==> config.mk <==
export PLATFORM = sky130hd
export DESIGN_NAME = panel_draw_arbiter_flat
export DESIGN_NICKNAME = d
export VERILOG_FILES = /design/src/rtl/panel_draw_arbiter_if.sv /design/src/rtl/panel_draw_arbiter.sv /design/src/flat_wrapper.sv
export SDC_FILE = /design/constraint.sdc
export NUM_CORES = 1
export LEC_CHECK = 0
export CAP_MARGIN = 10
export CORE_MARGIN = 3
export CORE_UTILIZATION = 50
export CTS_BUF_LIST = sky130_fd_sc_hd__clkbuf_8
export CTS_CLUSTER_SIZE = 30
export DETAILED_ROUTE_END_ITERATION = 12
export PLACE_DENSITY = 0.78
export SLEW_MARGIN = 20
export SYNTH_ARGS = -nofsm -noshare
export SYNTH_HDL_FRONTEND = slang
export SYNTH_SLANG_ARGS = --single-unit
==> constraint.sdc <==
create_clock -name clk -period 4 [get_ports clk]
set_input_delay 0.8 -clock clk [delete_from_list [all_inputs] [get_ports clk]]
set_output_delay 0.8 -clock clk [all_outputs]
set_load 0.02 [all_outputs]
==> src/rtl/panel_draw_arbiter_if.sv <==
// panel_draw_arbiter_if
//   Command channel from one draw requester into panel_draw_arbiter.
//   master : the requester (drives valid and the command fields, samples ready)
//   slave  : the arbiter   (samples valid and the fields, drives ready)
//   Fields:
//     valid      command present
//     ready      command accepted this cycle (single-cycle pulse)
//     op         0 = rectangle fill, 1 = commit frame
//     x0, x1     rectangle column bounds (either order)
//     y0, y1     rectangle row bounds (either order)
//     color      fill colour {R,G,B}
interface panel_draw_arbiter_if;
  logic       valid;
  logic       ready;
  logic       op;
  logic [4:0] x0;
  logic [4:0] x1;
  logic [3:0] y0;
  logic [3:0] y1;
  logic [2:0] color;

  modport master (output valid, op, x0, x1, y0, y1, color, input ready);
  modport slave  (input valid, op, x0, x1, y0, y1, color, output ready);
endinterface

==> src/rtl/panel_draw_arbiter.sv <==
// panel_draw_arbiter
//   Command front end for the RGB LED panel controller. Two requesters issue
//   rectangle-fill or frame-commit commands; a round-robin arbiter accepts one
//   at a time, and each command is expanded into paced per-pixel new_data
//   strobes (raster order, x inner) or an update_panel frame-swap pulse.
//   Ports:
//     clk          system clock
//     reset        asynchronous active-low reset
//     s0, s1       command channels (slave side); s0 wins the first tie
//     x_address    pixel column to the panel
//     y_address    pixel row to the panel
//     color        pixel colour to the panel
//     new_data     pixel write strobe
//     update_panel frame swap request
//     busy         high whenever a command is in progress
//     grant        one-hot owner of the current command, 00 when idle
module panel_draw_arbiter #(
  parameter int unsigned PIXEL_GAP   = 1,
  parameter int unsigned COMMIT_HOLD = 2,
  parameter int unsigned COMMIT_GAP  = 2
) (
  input  logic                       clk,
  input  logic                       reset,
  panel_draw_arbiter_if.slave        s0,
  panel_draw_arbiter_if.slave        s1,
  output logic [4:0]                 x_address,
  output logic [3:0]                 y_address,
  output logic [2:0]                 color,
  output logic                       new_data,
  output logic                       update_panel,
  output logic                       busy,
  output logic [1:0]                 grant
);

  localparam logic [2:0] ST_IDLE   = 3'd0;
  localparam logic [2:0] ST_LOAD   = 3'd1;
  localparam logic [2:0] ST_STROBE = 3'd2;
  localparam logic [2:0] ST_HOLD   = 3'd3;
  localparam logic [2:0] ST_GAP    = 3'd4;
  localparam logic [2:0] ST_COMMIT = 3'd5;
  localparam logic [2:0] ST_CGAP   = 3'd6;

  localparam logic [15:0] PIX_LAST  = (PIXEL_GAP == 0) ? 16'd0 : 16'(PIXEL_GAP - 1);
  localparam logic [15:0] HOLD_LAST = 16'(COMMIT_HOLD - 1);
  localparam logic [15:0] CGAP_LAST = 16'(COMMIT_GAP - 1);

  logic [2:0]  state_q, state_d;
  logic [15:0] cnt_q, cnt_d;
  logic        op_q, op_d;
  logic [4:0]  x_lo_q, x_lo_d, x_hi_q, x_hi_d;
  logic [3:0]  y_lo_q, y_lo_d, y_hi_q, y_hi_d;
  logic [2:0]  fill_q, fill_d;
  logic        last_grant_q, last_grant_d;
  logic [1:0]  grant_q, grant_d;
  logic        busy_q, busy_d;
  logic        new_data_q, new_data_d;
  logic        update_q, update_d;
  logic [4:0]  x_q, x_d;
  logic [3:0]  y_q, y_d;
  logic [2:0]  color_q, color_d;

  logic        in_idle, pick0, pick1, accept;
  logic        cmd_op;
  logic [4:0]  cmd_x0, cmd_x1;
  logic [3:0]  cmd_y0, cmd_y1;
  logic [2:0]  cmd_color;
  logic        row_end, last_pixel, advance;

  // Ready is combinational so the fields can be captured in the accept cycle.
  // It is qualified by reset so every output reads 0 while reset is held.
  assign in_idle  = reset && (state_q == ST_IDLE);
  assign pick0    = s0.valid && (!s1.valid || last_grant_q);
  assign pick1    = s1.valid && !pick0;
  assign s0.ready = in_idle && pick0;
  assign s1.ready = in_idle && pick1;
  assign accept   = s0.ready || s1.ready;

  always_comb begin
    cmd_op    = pick1 ? s1.op    : s0.op;
    cmd_x0    = pick1 ? s1.x0    : s0.x0;
    cmd_x1    = pick1 ? s1.x1    : s0.x1;
    cmd_y0    = pick1 ? s1.y0    : s0.y0;
    cmd_y1    = pick1 ? s1.y1    : s0.y1;
    cmd_color = pick1 ? s1.color : s0.color;
  end

  // Equality against the hi bounds lets 31/15 finish without wrapping.
  assign row_end    = (x_q == x_hi_q);
  assign last_pixel = row_end && (y_q == y_hi_q);

  always_comb begin
    // NOTE: every variable gets a default first so no path leaves one unassigned (no latches).
    state_d      = state_q;
    cnt_d        = cnt_q;
    op_d         = op_q;
    x_lo_d       = x_lo_q;
    x_hi_d       = x_hi_q;
    y_lo_d       = y_lo_q;
    y_hi_d       = y_hi_q;
    fill_d       = fill_q;
    last_grant_d = last_grant_q;
    grant_d      = grant_q;
    busy_d       = busy_q;
    new_data_d   = 1'b0;
    update_d     = 1'b0;
    x_d          = x_q;
    y_d          = y_q;
    color_d      = color_q;
    advance      = 1'b0;

    case (state_q)
      ST_IDLE: begin
        if (accept) begin
          state_d      = ST_LOAD;
          op_d         = cmd_op;
          x_lo_d       = (cmd_x0 < cmd_x1) ? cmd_x0 : cmd_x1;
          x_hi_d       = (cmd_x0 < cmd_x1) ? cmd_x1 : cmd_x0;
          y_lo_d       = (cmd_y0 < cmd_y1) ? cmd_y0 : cmd_y1;
          y_hi_d       = (cmd_y0 < cmd_y1) ? cmd_y1 : cmd_y0;
          fill_d       = cmd_color;
          last_grant_d = pick1;
          grant_d      = {pick1, pick0};
          busy_d       = 1'b1;
        end
      end
      ST_LOAD: begin
        cnt_d = '0;
        if (op_q) begin
          state_d  = ST_COMMIT;
          update_d = 1'b1;
        end else begin
          state_d    = ST_STROBE;
          new_data_d = 1'b1;
          x_d        = x_lo_q;
          y_d        = y_lo_q;
          color_d    = fill_q;
        end
      end
      ST_STROBE: state_d = ST_HOLD;
      ST_HOLD: begin
        if (PIXEL_GAP == 0) begin
          advance = 1'b1;
        end else begin
          state_d = ST_GAP;
          cnt_d   = '0;
        end
      end
      ST_GAP: begin
        if (cnt_q == PIX_LAST) advance = 1'b1;
        else                   cnt_d   = cnt_q + 16'd1;
      end
      ST_COMMIT: begin
        if (cnt_q == HOLD_LAST) begin
          state_d = ST_CGAP;
          cnt_d   = '0;
        end else begin
          update_d = 1'b1;
          cnt_d    = cnt_q + 16'd1;
        end
      end
      ST_CGAP: begin
        if (cnt_q == CGAP_LAST) begin
          state_d = ST_IDLE;
          grant_d = 2'b00;
          busy_d  = 1'b0;
        end else begin
          cnt_d = cnt_q + 16'd1;
        end
      end
      default: begin
        state_d = ST_IDLE;
        grant_d = 2'b00;
        busy_d  = 1'b0;
      end
    endcase

    // Raster advance; address registers keep the last pixel when the fill ends.
    if (advance) begin
      if (last_pixel) begin
        state_d = ST_IDLE;
        grant_d = 2'b00;
        busy_d  = 1'b0;
      end else begin
        state_d    = ST_STROBE;
        new_data_d = 1'b1;
        if (row_end) begin
          x_d = x_lo_q;
          y_d = y_q + 4'd1;
        end else begin
          x_d = x_q + 5'd1;
        end
      end
    end
  end

  always_ff @(posedge clk or negedge reset) begin
    if (!reset) begin
      state_q      <= ST_IDLE;
      cnt_q        <= '0;
      op_q         <= 1'b0;
      x_lo_q       <= '0;
      x_hi_q       <= '0;
      y_lo_q       <= '0;
      y_hi_q       <= '0;
      fill_q       <= '0;
      last_grant_q <= 1'b1;
      grant_q      <= 2'b00;
      busy_q       <= 1'b0;
      new_data_q   <= 1'b0;
      update_q     <= 1'b0;
      x_q          <= '0;
      y_q          <= '0;
      color_q      <= '0;
    end else begin
      // NOTE: non-blocking assignments so all flops update from the same pre-edge values.
      state_q      <= state_d;
      cnt_q        <= cnt_d;
      op_q         <= op_d;
      x_lo_q       <= x_lo_d;
      x_hi_q       <= x_hi_d;
      y_lo_q       <= y_lo_d;
      y_hi_q       <= y_hi_d;
      fill_q       <= fill_d;
      last_grant_q <= last_grant_d;
      grant_q      <= grant_d;
      busy_q       <= busy_d;
      new_data_q   <= new_data_d;
      update_q     <= update_d;
      x_q          <= x_d;
      y_q          <= y_d;
      color_q      <= color_d;
    end
  end

  assign x_address    = x_q;
  assign y_address    = y_q;
  assign color        = color_q;
  assign new_data     = new_data_q;
  assign update_panel = update_q;
  assign busy         = busy_q;
  assign grant        = grant_q;

endmodule

==> src/flat_wrapper.sv <==
// flat-port wrapper written by rule: the top's interface ports become plain ports
module panel_draw_arbiter_flat 
#(
  parameter int unsigned PIXEL_GAP   = 1,
  parameter int unsigned COMMIT_HOLD = 2,
  parameter int unsigned COMMIT_GAP  = 2
)
  (clk, reset, x_address, y_address, color, new_data, update_panel, busy, grant, s0_valid, s0_op, s0_x0, s0_x1, s0_y0, s0_y1, s0_color, s0_ready, s1_valid, s1_op, s1_x0, s1_x1, s1_y0, s1_y1, s1_color, s1_ready);
  panel_draw_arbiter_if s0_i ();
  panel_draw_arbiter_if s1_i ();
  input  logic clk;
  input  logic reset;
  output logic [4:0] x_address;
  output logic [3:0] y_address;
  output logic [2:0] color;
  output logic new_data;
  output logic update_panel;
  output logic busy;
  output logic [1:0] grant;
  input wire logic [$bits(s0_i.valid)-1:0] s0_valid;
  input wire logic [$bits(s0_i.op)-1:0] s0_op;
  input wire logic [$bits(s0_i.x0)-1:0] s0_x0;
  input wire logic [$bits(s0_i.x1)-1:0] s0_x1;
  input wire logic [$bits(s0_i.y0)-1:0] s0_y0;
  input wire logic [$bits(s0_i.y1)-1:0] s0_y1;
  input wire logic [$bits(s0_i.color)-1:0] s0_color;
  output wire logic [$bits(s0_i.ready)-1:0] s0_ready;
  input wire logic [$bits(s1_i.valid)-1:0] s1_valid;
  input wire logic [$bits(s1_i.op)-1:0] s1_op;
  input wire logic [$bits(s1_i.x0)-1:0] s1_x0;
  input wire logic [$bits(s1_i.x1)-1:0] s1_x1;
  input wire logic [$bits(s1_i.y0)-1:0] s1_y0;
  input wire logic [$bits(s1_i.y1)-1:0] s1_y1;
  input wire logic [$bits(s1_i.color)-1:0] s1_color;
  output wire logic [$bits(s1_i.ready)-1:0] s1_ready;
  assign s0_i.valid = s0_valid;
  assign s0_i.op = s0_op;
  assign s0_i.x0 = s0_x0;
  assign s0_i.x1 = s0_x1;
  assign s0_i.y0 = s0_y0;
  assign s0_i.y1 = s0_y1;
  assign s0_i.color = s0_color;
  assign s0_ready = s0_i.ready;
  assign s1_i.valid = s1_valid;
  assign s1_i.op = s1_op;
  assign s1_i.x0 = s1_x0;
  assign s1_i.x1 = s1_x1;
  assign s1_i.y0 = s1_y0;
  assign s1_i.y1 = s1_y1;
  assign s1_i.color = s1_color;
  assign s1_ready = s1_i.ready;
  panel_draw_arbiter #(.PIXEL_GAP(PIXEL_GAP), .COMMIT_HOLD(COMMIT_HOLD), .COMMIT_GAP(COMMIT_GAP)) u_core (.clk(clk), .reset(reset), .s0(s0_i), .s1(s1_i), .x_address(x_address), .y_address(y_address), .color(color), .new_data(new_data), .update_panel(update_panel), .busy(busy), .grant(grant));
endmodule
After elaboration in Yosys (flattened, before gate mapping)
Cells that the tools add are included.

Word-level logic and storage cells: 106. Register bits after elaboration: 59.

Eq/ne operators: 15. Multiplexer cells: 50. Magnitude comparators: 2. Reductions and logical operators: 19. Add/sub/neg operators: 3. Bitwise logic cells: 1.

Operators by type and width (number): 16-bit one-hot mux with 4 select lines (1); 16-bit 2-to-1 mux (3); 5-bit 2-to-1 mux (9); 4-bit 2-to-1 mux (9); 3-bit one-hot mux with 7 select lines (1); 3-bit 2-to-1 mux (6); 16-bit by 1-bit adder with 16-bit output (second input constant) (1); 16-bit by 1-bit == test with 1-bit output (second input constant) (1); 16-bit logical NOT (1); 1-bit 2-to-1 mux (13); 2-bit 2-to-1 mux (5); 3-bit == test (second input constant) (3); 3-bit by 1-bit inequality test with 1-bit output (second input constant) (3); 3-bit by 2-bit == test with 1-bit output (second input constant) (2); 1-bit logical AND (6); 2-bit one-hot mux with 3 select lines (1); 5-bit by 1-bit adder with 5-bit output (second input constant) (1); 5-bit == test (1); 5-bit < comparator (1); 5-bit OR reduction (1); 4-bit by 1-bit adder with 4-bit output (second input constant) (1); 4-bit == test (1); 4-bit < comparator (1); 2-bit inequality test (second input constant) (2); 13 further kinds (16).

Longest topological paths before layout
Depth in word-level cells: 11. Depth in mapped cells: 12. Gate-level depth less buffers: 9.

Worst setup path before layout
No wires, ideal clock.

Path kind: input-to-reg. Start point: in s1_valid. End point: reg u_core.x_hi_q[1]. Stages: 12. Required time: 3.874 ns. Slack: 0.721 ns. Library setup time: 0.126 ns. Data arrival time: 3.153 ns. Cells stage by stage: a21boi_1 -> buf_2 -> buf_2 -> mux2i_1 -> inv_1 -> ha_1 -> a21o_1 -> a221o_1 -> a31oi_1 -> buf_2 -> nor3_1 -> a221o_1.

Word-level cells in the longest chain between the ends: 8.

Ends and longest elaborated chain: start: declaration (RTL line flat_wrapper.sv:28) `input wire logic [$bits(s1_i.valid)-1:0] s1_valid;`; 1-bit logical NOT (RTL line panel_draw_arbiter.sv:72) `assign pick0 = s0.valid && (!s1.valid || last_grant_q);`; 1-bit logical OR (RTL line panel_draw_arbiter.sv:72); 1-bit logical AND (RTL line panel_draw_arbiter.sv:72); 1-bit logical NOT (RTL line panel_draw_arbiter.sv:73) `assign pick1 = s1.valid && !pick0;`; 1-bit logical AND (RTL line panel_draw_arbiter.sv:73); 5-bit 2-to-1 mux, or another cell as far along (RTL line panel_draw_arbiter.sv:80) `cmd_x0 = pick1 ? s1.x0 : s0.x0;`; 5-bit < comparator / 1-bit logical OR (equally long branches) (RTL line panel_draw_arbiter.sv:117, panel_draw_arbiter.sv:76); 5-bit 2-to-1 mux / 2-bit AND reduction (equally long branches); end signal: assignment (RTL line panel_draw_arbiter.sv:220) `x_hi_q <= x_hi_d;`; end: declaration (RTL line panel_draw_arbiter.sv:50) `logic [4:0] x_lo_q, x_lo_d, x_hi_q, x_hi_d;`.

Several ways; a longest one is shown, not always the timed one. A chain may end at the register's enable or synchronous reset.

Final worst setup path
Start point: in s1_valid. End point: out s1_ready.

Word-level cells in the longest chain between the ends: 6.

Ends and longest elaborated chain: 1-bit logical NOT (RTL line panel_draw_arbiter.sv:72); 1-bit logical OR (RTL line panel_draw_arbiter.sv:72); 1-bit logical AND (RTL line panel_draw_arbiter.sv:72); 1-bit logical NOT (RTL line panel_draw_arbiter.sv:73); 1-bit logical AND * (RTL line panel_draw_arbiter.sv:73); 1-bit logical AND * (RTL line panel_draw_arbiter.sv:75) `assign s1.ready = in_idle && pick1;`; end: declaration (RTL line flat_wrapper.sv:35) `output wire logic [$bits(s1_i.ready)-1:0] s1_ready;`.

Mark *: on every way between the ends. The rest lies on a longest branch, timed or not.

==> results.md <==
- Status: finished, final reports clean
- Tot Pwr: between 3000 and 4000 µW
- Multiplexer area fraction after synthesis: 6.777%
- Synth Instances: 394
- Number of max-cap violations: 0
- CTS Buf Count: 9
- HP Start: u_core.fill_q[2]
- Routed vias: approximately 3200
- Worst VDD drop: around 0.00023 V
- Critical Path End Type: output pin
- Final Hold Viols: 0
- Fmax achieved: between 200 and 300 MHz
- Simple-gate share of the synthesized area: approximately a fifth
- # Post-CTS Setup Buffers: 0
- Register area share after synthesis: 40.63%
- Hold_buf cts: 0
- Post-synth ARST share: between 90% and 100%
- Top FF cell, synth: dfrtp_1
- R2r endpoint: u_core.x_lo_q[3]
- HP Class: reg2reg
- Mapped Area: about 0.0036 mm²
- Synthesized area per cell: 9.232 µm²
- Proportion of layout cells with a drive suffix above 1: between 10% and 20%
- CP arrival: ~2.8 ns
- Area Overhead vs Synth: 27.93%
- Drt total wl: approximately 8.6 mm
- Slew Viols, Final: 0
- WL/cell: 15.27 µm
- Clock Root Buffer: clkbuf_8
- RSZ-0062 raised after global routing: no
- Setup violations, final: 0
- Overflow after GRT: 0
- Pin count of the biggest net entering global routing: 60
- Biggest area consumer among synthesized cells: dfrtp_1
- Vias in the first global route: 3123
- Final Skew: 0.01441 ns
- Die area: 0.008334 mm²
- Final hold slack: about 0.47 ns
- Compound-cell area share of the yosys netlist: 19.47%
- First-pass GRT wire length: around 15 mm
- Die height: roughly 91 µm
- Worst Path Required: around 3.2 ns
- Clk Latency, worst-skew pair: between 0.3 and 0.4 ns
- XOR/XNOR share of the synthesized area: 4.334%
- Yosys warning count: 0
- PwrDens: about 650 mW/mm²
- CTS tree: yes
- Top cells by area, synth: dfrtp_1 40%, mux2i_1 5.2%, ha_1 4.8%, nor2_1 4.3%, nand2_1 4.1%
- Vias per inst: 5.707
- Global Route Usage Sum: 21.36%
- Post-CTS sizing: 0
- Initial antenna violation count: 0
- CORE AREA: roughly 0.0069 mm²
- R2R setup slack: roughly 1.2 ns
- Largest fanout on the critical path: 16
- Adder-Cell Fraction of Synth Area: 4.816%
- DRT iter0 DRCs: between 100 and 150
- Buffers on Ports: 66
- Number of synthesized flops with an enable pin: 0
- Register bit total from synthesis: 59
- Worst-path clk slew: roughly 0.06 ns
- Min Tclk post-route: roughly 3.6 ns
- Core Rows: 30
- Crit Path Category: in2out
- I/O pin cnt: 67
- Synth top area share: 39.90%
- Clock Sink Count: around 60
- Syn Nets: approximately 460
- Pleak: 0.002033 µW
- First-pass DRT Iterations: 5
- Final period util: approximately nine tenths
- Layout Nets: roughly 520
- Clock Path Buffers: 2
- Hold Crit Depth: 2
- Min-Delay Endpoint: u_core.color[2]
- Relative slew slack: between 50% and 60%
- Synth cell types: 60
- Fin Setup TNS: 0 ns
- Largest family of logic cells by synthesized area: compound AO/OA/AOI/OAI gates
- H-tree levels: 3
- Final ANT Viol Nets: 0
- Worst-Margin Slew: approximately 0.73 ns
- Initial Util: 52.66%
- Reg2reg start: u_core.last_grant_q
- Post-DP HPWL: ~6.3 mm
- Placer Congestion: roughly 0.85
- Width of the die: slightly above 90 µm
- Setup crit start kind: input pin
- Worst-case reg-to-reg path depth: 11
- ANT cells: 0
- # DRC: 0
## per-stage QoR
step           setup WS, ns  area [µm²]  instances  util (%)
2_1_floorplan        0.7210        3637        394         -
3_3_place_gp         0.2115        4414        543     63.91
3_5_place_dp         0.1086        4414        543     63.91
4_1_cts              0.3384        4622        559     66.92
5_1_grt              0.2309        4653        560     67.37
6_report             0.3592        4653        560     67.37
## area by class of cell
cell class	count	area, µm²
clock inverter	4	42.54
sequential	59	1478
fill	571	2253
clock buffer	12	165.2
tap	96	120.1
inverter	23	86.33
timing repair buffer	76	775.7
multi-input combinational	290	1986
## layout by cell type, fill, tap and decap left out, types with 2 or more instances in the layout
master	instances
and3_1	5
a21boi_0	2
a21o_1	3
o211ai_1	6
nand2_1	40
or4_1	2
o211a_1	2
nand4_1	3
o21a_1	4
o21ai_1	3
a22oi_1	2
a21oi_1	10
nand2b_1	3
a221o_1	12
buf_12	2
xnor2_1	8
nor2_1	42
mux2i_1	19
nor4_2	3
o2111ai_1	3
and2_1	2
or3_1	3
a31oi_1	3
o21ai_0	21
ha_1	14
nor3_1	17
dfrtp_1	58
inv_1	24
o31ai_1	3
clkdlybuf4s50_1	65
xor2_1	10
buf_4	7
nor3_2	2
clkbuf_8	12
nand3_1	10
mux2_2	5
o311ai_0	4
o22ai_1	3
## routing by layer
layer / part of all wire, % / track usage, % / wire length (µm) / up-vias
li1: - / - / - / 1552
met1: 43 / 27.49 / 3700 / 1541
met2: 50 / 35.19 / 4318 / 85
met3: 4.3 / 3.397 / 364 / 18
met4: 2.0 / 9.925 / 170 / 0
met5: 0 / 0 / 0 / -
## worst max-delay path by stage
stage	start	slack (ns)	to	cells past startpoint
6_report	s1_valid	0.36	s1_ready	7
5_1_grt	s1_valid	0.23	s1_ready	7
4_1_cts	s1_valid	0.34	s1_ready	7
3_5_place_dp	s1_valid	0.11	u_core.x_hi_q[2]	12
3_3_place_gp	s1_valid	0.21	u_core.y_lo_q[2]	10
2_1_floorplan	s1_valid	0.72	u_core.x_hi_q[1]	12
## power by group
group	leakage, µW	switching (µW)	internal [µW]	total [µW]
clock network	0.000115	227	333	560
logic	0.00116	750	637	1390
registers	0.000755	242	815	1060
total	0.00203	1220	1790	3000
## registers in the layout, indices dropped and copies added (netlist names), 2 cells and up
register and flops:
u_core.grant 2, u_core.y_hi_q 4, u_core.x_address 5, u_core.y_address 4, u_core.y_lo_q 4, u_core.fill_q 3, u_core.color 3, u_core.cnt_q 16
u_core.x_hi_q 5, u_core.state_q 3, u_core.x_lo_q 5
## Yosys cell counts (all sizes together) (3+ instances only)
cell / count
dfrtp: 58
a221o: 12
nor4: 3
o2111ai: 4
nor3: 19
o311ai: 5
nand3: 10
nand4: 4
o21a: 4
mux2i: 19
xnor2: 8
mux2: 5
o211ai: 6
o22ai: 3
or3: 3
a31oi: 3
buf: 14
o31ai: 3
clkbuf: 8
a21oi: 11
xor2: 10
a21boi: 3
nand2: 40
nand2b: 3
inv: 23
a21o: 3
o21ai: 25
and3: 5
ha: 14
nor2: 42
## critical path: stages
cell and delay (ns):
clkdlybuf4s50_1 0.57, a21boi_2 0.24, buf_12 0.18, buf_4 0.23
nand2_1 0.11, inv_1 0.11, clkdlybuf4s50_1 0.60
## cell families (layout without fill, tap and decap cells)
kind of cell	count (synthesis)	after routing
XOR/XNOR	18	18
flip-flops	59	59
multiplexers	24	24
AO/OA/AOI/OAI	95	95
buffers and inverters	45	115
adder cells (fa/ha/maj)	14	14
AND/OR/NAND/NOR	139	139
Power figures use the tool's default switching activity.
